===== src/rtl/pipe_stage_skid_reg.sv =====
// ---------------------------------------------------------------------------
// pipe_stage_skid_reg
//
// An elastic pipeline stage register with a valid/ready handshake. It carries
// one payload bus and one control bus between two pipeline stages. It holds a
// main entry, which drives the outputs, and a skid entry, which catches the
// beat that arrives while the downstream stage is stalling. Because of the
// skid entry, in_ready_o depends only on registered state and on freeze_i.
//
// Flush inserts a bubble: every held entry is killed and its control bits are
// cleared. Freeze holds every register and masks both handshakes.
//
// Parameters:
//   DATA_W             payload width
//   CTRL_W             control-bit width (cleared on flush and reset)
//   ZERO_DATA_ON_FLUSH 1: payload cleared on flush, 0: payload kept
//
// Ports:
//   clk          clock, rising edge
//   rst          asynchronous, active-high reset
//   flush_i      synchronous kill of all held entries
//   freeze_i     stall: no accept, no emit, state held
//   in_valid_i   upstream entry valid
//   in_ready_o   block can accept (no skid entry held and not frozen)
//   in_data_i    upstream payload
//   in_ctrl_i    upstream control bits
//   out_valid_o  main entry valid and not frozen
//   out_ready_i  downstream accepts
//   out_data_o   main-entry payload
//   out_ctrl_o   main-entry control, 0 while the main entry is invalid
//   occupancy_o  number of entries held (0, 1 or 2)
//
// Optional feature (macro PIPE_STAGE_PERF_EN):
//   stall_cnt_o  16-bit saturating count of freeze or downstream-stall cycles
//   flush_cnt_o  16-bit saturating count of flushes that killed entries
// ---------------------------------------------------------------------------
module pipe_stage_skid_reg #(
    parameter int unsigned DATA_W             = 64,
    parameter int unsigned CTRL_W             = 16,
    parameter bit          ZERO_DATA_ON_FLUSH = 1'b1
) (
    input  logic              clk,
    input  logic              rst,
    input  logic              flush_i,
    input  logic              freeze_i,
    input  logic              in_valid_i,
    output logic              in_ready_o,
    input  logic [DATA_W-1:0] in_data_i,
    input  logic [CTRL_W-1:0] in_ctrl_i,
    output logic              out_valid_o,
    input  logic              out_ready_i,
    output logic [DATA_W-1:0] out_data_o,
    output logic [CTRL_W-1:0] out_ctrl_o,
`ifdef PIPE_STAGE_PERF_EN
    output logic [15:0]       stall_cnt_o,
    output logic [15:0]       flush_cnt_o,
`endif
    output logic [1:0]        occupancy_o
);

    // The state encoding is the occupancy count.
    typedef enum logic [1:0] {
        EMPTY = 2'd0,
        ONE   = 2'd1,
        FULL  = 2'd2
    } occState_t;

    occState_t         state_q, state_d;
    logic [DATA_W-1:0] mainData_q, mainData_d;
    logic [CTRL_W-1:0] mainCtrl_q, mainCtrl_d;
    logic [DATA_W-1:0] skidData_q, skidData_d;
    logic [CTRL_W-1:0] skidCtrl_q, skidCtrl_d;

    logic mainValid;
    logic skidValid;
    logic acc;
    logic emit;

    // The valid bits follow from the occupancy state. Freeze masks both
    // handshakes, so a frozen cycle never moves an entry.
    always_comb begin
        mainValid   = (state_q != EMPTY);
        skidValid   = (state_q == FULL);
        in_ready_o  = ~skidValid & ~freeze_i;
        out_valid_o = mainValid & ~freeze_i;
        acc         = in_valid_i & in_ready_o;
        emit        = out_valid_o & out_ready_i;
        out_data_o  = mainData_q;
        out_ctrl_o  = mainValid ? mainCtrl_q : '0;
        occupancy_o = state_q;
    end

    // State and entry storage. Reset kills both entries immediately.
    always_ff @(posedge clk or posedge rst) begin
        if (rst) begin
            state_q    <= EMPTY;
            mainData_q <= '0;
            mainCtrl_q <= '0;
            skidData_q <= '0;
            skidCtrl_q <= '0;
        end else begin
            state_q    <= state_d;
            mainData_q <= mainData_d;
            mainCtrl_q <= mainCtrl_d;
            skidData_q <= skidData_d;
            skidCtrl_q <= skidCtrl_d;
        end
    end

    // Next-state and entry movement. Flush takes priority over everything
    // else and discards any beat presented in the same cycle. A freeze needs
    // no branch of its own: with acc and emit both low, every case holds.
    always_comb begin
        state_d    = state_q;
        mainData_d = mainData_q;
        mainCtrl_d = mainCtrl_q;
        skidData_d = skidData_q;
        skidCtrl_d = skidCtrl_q;

        if (flush_i) begin
            state_d    = EMPTY;
            mainCtrl_d = '0;
            skidCtrl_d = '0;
            if (ZERO_DATA_ON_FLUSH) begin
                mainData_d = '0;
                skidData_d = '0;
            end
        end else begin
            case (state_q)
                EMPTY: begin
                    if (acc) begin
                        state_d    = ONE;
                        mainData_d = in_data_i;
                        mainCtrl_d = in_ctrl_i;
                    end
                end
                ONE: begin
                    if (acc && emit) begin
                        mainData_d = in_data_i;
                        mainCtrl_d = in_ctrl_i;
                    end else if (acc) begin
                        state_d    = FULL;
                        skidData_d = in_data_i;
                        skidCtrl_d = in_ctrl_i;
                    end else if (emit) begin
                        state_d = EMPTY;
                    end
                end
                FULL: begin
                    // The skid entry is older than anything upstream, so it
                    // refills the main entry before in_ready_o rises again.
                    if (emit) begin
                        state_d    = ONE;
                        mainData_d = skidData_q;
                        mainCtrl_d = skidCtrl_q;
                        skidCtrl_d = '0;
                    end
                end
                default: begin
                    state_d = EMPTY;
                end
            endcase
        end
    end

`ifdef PIPE_STAGE_PERF_EN
    logic [15:0] stallCnt_q, stallCnt_d;
    logic [15:0] flushCnt_q, flushCnt_d;

    // Both counters saturate, so a long freeze cannot wrap back to a small
    // value.
    always_comb begin
        stallCnt_d = stallCnt_q;
        flushCnt_d = flushCnt_q;
        if ((freeze_i || (out_valid_o && !out_ready_i)) && (stallCnt_q != 16'hFFFF)) begin
            stallCnt_d = stallCnt_q + 16'd1;
        end
        if (flush_i && (state_q != EMPTY) && (flushCnt_q != 16'hFFFF)) begin
            flushCnt_d = flushCnt_q + 16'd1;
        end
    end

    // Counter registers, cleared together with the datapath.
    always_ff @(posedge clk or posedge rst) begin
        if (rst) begin
            stallCnt_q <= '0;
            flushCnt_q <= '0;
        end else begin
            stallCnt_q <= stallCnt_d;
            flushCnt_q <= flushCnt_d;
        end
    end

    assign stall_cnt_o = stallCnt_q;
    assign flush_cnt_o = flushCnt_q;
`endif

endmodule

===== config.mk =====
export PLATFORM = sky130hd
export DESIGN_NAME = pipe_stage_skid_reg
export DESIGN_NICKNAME = d
export VERILOG_FILES = /design/src/rtl/pipe_stage_skid_reg.sv
export SDC_FILE = /design/constraint.sdc
export NUM_CORES = 1
export LEC_CHECK = 0
export ABC_AREA = 1
export BUFFER_PORTS_ARGS = -buffer_cell sky130_fd_sc_hd__buf_2
export CAP_MARGIN = 30
export CORE_MARGIN = 8
export CORE_UTILIZATION = 49
export CTS_CLUSTER_DIAMETER = 80
export DETAILED_ROUTE_END_ITERATION = 8
export GPL_TIMING_DRIVEN = 0
export PLACE_DENSITY = 0.77
export SYNTH_ARGS = -nofsm -noshare
export SYNTH_HDL_FRONTEND = slang
export SYNTH_SLANG_ARGS = --single-unit

===== constraint.sdc =====
create_clock -name clk -period 4.4 [get_ports clk]
set_input_delay 0 -clock clk [delete_from_list [all_inputs] [get_ports clk]]
set_output_delay 0 -clock clk [all_outputs]
set_load 0.1 [all_outputs]

# == After elaboration in Yosys (flattened, before gate mapping) ==
# Index checks and enable logic that the tools add are counted.
# classes
bitwise_logic,6
muxes,25
reduce_logical,11
eq_ne,9
# op_table
cell,count
two-way mux 64 bit,7
one-hot mux 64 bit (3 select lines),1
two-way mux 16 bit,8
one-hot mux 16 bit (3 select lines),1
one-hot mux 16 bit (2 select lines),1
two-way mux 2 bit,6
"inequality test 3 bit, second input constant",4
AND reduction 4 bit,3
one-hot mux 2 bit (3 select lines),1
nonzero test 2 bit,3
AND 1 bit,4
"inequality test 4 bit, second input constant",1
nonzero test 4 bit,1
"inequality test 3 x 2 -> 1 bit, second input constant",1
AND reduction 3 bit,1
nonzero test 3 bit,1
"equality test 2 x 1 -> 1 bit, second input constant",1
"equality test 2 bit, second input constant",1
logical NOT 2 bit,1
"inequality test 2 bit, second input constant",1
inverter 1 bit,2
logical AND 1 bit,1
# word_totals
ff_bits,162
inputBits,86
out_inout_bits,84

# == Depth between registers and ports, before layout ==
# logic_depth
depth_word,8
depth_mapped,11

# == Least setup slack after synthesis ==
# Ideal clock, no wire load.
# synth_path
kind,register -> register
startpoint,"register state_q[0], in the netlist occupancy_o[0]"
endpoint,register skidData_q[5]
slack_ns,0.659
path_buffers,1
arrival_time_ns,3.623
period_less_slack_ns,3.741
setup_ns,0.118
path_stages_with_launch,9
path_cell_list,dfrtp_1 -> inv_2 -> nand2_4 -> inv_1 -> nor2_1 -> nand4_1 -> buf_2 -> nand3_1 -> nand2_1
# synth_between
elab_chain_cells,7
elab_cells_between_ends,13
classes_between,eq/ne: 3; bitwise: 5; reduce/logical: 5
# synth_rtl
element,line,text
"start, declared",68,"occState_t state_q, state_d;"
"start signal, assigned",102,state_q <= state_d;
equality test 2 bit (*),83,skidValid = (state_q == FULL);
inverter 1 bit (*),84,in_ready_o = ~skidValid & ~freeze_i;
AND 1 bit (*),84,
via in_ready_o,47,"output logic in_ready_o,"
AND 1 bit (*),86,acc = in_valid_i & in_ready_o;
logical AND 1 bit,138,if (acc && emit) begin
inequality test 2 bit (no source line),--,
AND reduction 3 bit (no source line) (*),--,
"end signal, assigned",105,skidData_q <= skidData_d;
"end, declared",71,"logic [DATA_W-1:0] skidData_q, skidData_d;"
# Mark *: on every way through the listed nets, which the timed path passes. The rest lies on a longest branch.
# A chain may end at the register's enable or synchronous reset.

# == Final worst setup path ==
# layout_path
startpoint,"register state_q[1], in the netlist occupancy_o[1]"
endpoint,register skidData_q[39]
# layout_between
elab_chain_cells,7
elab_cells_between_ends,13
classes_between,eq/ne: 3; bitwise: 5; reduce/logical: 5
# layout_rtl
element,line
equality test 2 bit,83
inverter 1 bit,84
AND 1 bit,84
AND 1 bit,86
logical AND 1 bit,138
inequality test 2 bit (no source line),--
AND reduction 3 bit (no source line) (*),--
# Mark *: on every way between the ends. The rest lies on a longest branch, timed or not.

==> flow_summary.ini <==
[run_status]
outcome = finished clean

[logic_synthesis]
ys_types = 22
synth_nets = 898
yosysTopAreaCell = dfrtp_1
synthesis.area_um2 = 7310
ys_seq_area_share_pct = 55.5
synth_top_cell_area_share_pct = 55.5
synthTopCellsByArea = dfrtp_1 55%, nand2_1 9.4%, nand3_1 8.9%
syn-instance-count = 812
ys_ff_latch = 162
yosys_warnings = 0
synth_area_per_cell_um2 = 9.00

[placed_design]
io_buffers = 169
post-dp-hpwl_um = 14600
place.gp.congestion = 0.808
place_ws_ns = 2.32
dp_cells = 1166

[floorplan]
die_area_um2 = 19100
core_area_um2 = 14500
std_cell_rows = 44
pin_count = 170
die_w_um = 138
die_h_um = 138
start_util_pct = 50.3

[worst_hold_path]
hp-class = in -> reg

[layout]
fin_nets = 1168
drive_gt1_share_pct = 23.7
final_cells = 1281
area_delta_synth_final_pct = 35.7
num-fill-cells = 1137

[timing]
rsz0062_at_grt = no
finalHoldViolations = 0
max_slew_margin_pct = 56.1
max_freq_mhz = 475
fin_ws_ns = 2.29
period_share_pct = 47.8
tightest_slew_ns = 0.658
setup_viol = 0
skew_ns = 0.0151
maxSlewViolCount = 0
layout_min_cycle_time_ns = 2.11

[clocking]
insertion_delay_ns = 0.43
cts_root_buffer = clkbuf_16
post_cts_buffers = 0
cts_buffers = 17
cts_max_path_buffers = 2
cts_resized = 0
cts.reportedPaths.clkPinSlew_ns = 0.06
cts_tree = yes
numClockSinks = 162
cts.htree.levels = 4

[pwr]
leakage_nw = 5.13
max-vdd-ir-drop_mv = 0.328
powerDensity_nw_per_um2 = 533

[global_route]
antenna_found_initial = 2
grt_max_degree = 89
overflow = 0
grtUsageTotal_pct = 23.3
grt_pass1_wl_um = 36500
first_global_vias = 7094

[route]
wirelength_um = 22100
wl_per_cell_um = 17.3
ant_nets = 0
vias = 6995
first_iter_violations = 521
viasPerCell = 5.46
dr.pass1.iters = 5
drc = 0

[worst_setup_path]
cp-start-kind = flop
required_ns = 4.71
cp-end-kind = flop
critical_path_arrival_ns = 2.41
path_max_fanout = 10
worstSetupPathType = reg -> reg
rrSetupSlack_ns = 2.29

[flow_run]
max-cap-violations = 0
[worst paths after layout]
| kind | start | end | cells past startpoint |
|---|---|---|---|
| worst max-delay path | occupancy_o[1] | skidData_q[39] | 7 |
| worst min-delay path | in_valid_i | occupancy_o[0] | 6 |
| worst max register to register | occupancy_o[1] | skidData_q[39] | 7 |
| worst min register to register | skidCtrl_q[14] | skidCtrl_q[14] | 2 |
| max in group asynchronous | rst | skidCtrl_q[8] | 4 |
| min in group asynchronous | rst | out_data_o[41] | 3 |
[cells in the final DEF (no fill, tap or decap), types with 20 or more instances in the layout]
cell type / count
clkbuf_1: 30
a22oi_1: 64
o21ai_1: 61
buf_2: 179
dlygate4sd3_1: 81
o21ai_2: 20
nand2_1: 183
nand3_1: 130
dfrtp_1: 162
nor2_1: 38
inv_1: 37
[timing repair]
action                                  in CTS  in global routing
hold buffers                                81                  0
endpoints found under the hold margin      224                  0
endpoints found under the setup margin       0                  0
[synth_stat cells]
master    count
nand2_1     183
dfrtp_1     162
nand3_1     130
a22oi_1      64
o21ai_1      61
inv_1        38
nor2_1       38
clkbuf_1     29
o21ai_2      20
nand4_1      19
a21oi_1      16
buf_1        14
buf_6        11
buf_2        10
inv_2         5
nand2_2       5
nand2_4       2
a31oi_1       1
buf_4         1
nand3_2       1
nand3_4       1
nor2_8        1
[sequential cells by signal, indices dropped and copies added, names as in the netlist]
signal       count
out_data_o      64
mainCtrl_q      16
occupancy_o      2
skidData_q      64
skidCtrl_q      16
[stage by stage]
| step | power (mW) | utilization (%) | setup TNS [ns] | hold slack (ns) | cell area, um^2 |
|---|---|---|---|---|---|
| floorplan | 3.17 | - | 0 | 0.145 | 7310 |
| global placement | 3.52 | 57.7 | -289.97 | 0.248 | 8380 |
| detailed placement | 3.54 | 57.9 | 0 | 0.0950 | 8420 |
| CTS | 5.30 | 68.2 | 0 | 0.0348 | 9910 |
| global route | 5.48 | 68.2 | 0 | 0.112 | 9920 |
| finish | 5.29 | 68.2 | 0 | 0.0712 | 9920 |
[worst max-delay path, cell delays in order, from the launching register on]
cell      delay [ns]
dfrtp_1         0.47
nand2_4         0.17
inv_1           0.05
nor2_1          0.19
nand4_1         0.52
clkbuf_1        0.39
nand3_1         0.13
nand2_1         0.06
[logic make-up after synthesis]
logic type | Yosys count | synth area share (%)
AO/OA/AOI/OAI | 162 | 14.3
buffers and inverters | 108 | 6.90
flip-flops | 162 | 55.5
AND/OR/NAND/NOR | 380 | 23.3
[per-layer routing]
layer / GRT usage [%] / vias to the layer above / routed length, um
met5: 0 / - / 0
met4: 9.32 / 0 / 574
met3: 5.89 / 38 / 1230
met2: 37.4 / 266 / 10900
met1: 29.5 / 3379 / 9380
li1: - / 3312 / -
[power by group]
part           leakage, nW  internal, mW  total (mW)  switching, mW
registers             2.16          1.67        1.77          0.102
logic                 2.65         0.346        1.80           1.46
clock network        0.319          1.10        1.71          0.616
total                 5.13          3.11        5.29           2.18
[cell type report]
cell class                 count  area, um^2  area share [%]
timing repair buffer         251        1680            17.0
tap                          184         230            2.32
multi-input combinational    542        2750            27.7
clock inverter                12         228            2.30
inverter                      43         169            1.70
antenna                        2        5.00          0.0505
clock buffer                  20         457            4.61
sequential                   162        4050            40.9
buffer                        65         343            3.46
No activity file was read; power rests on OpenSTA's default activity.
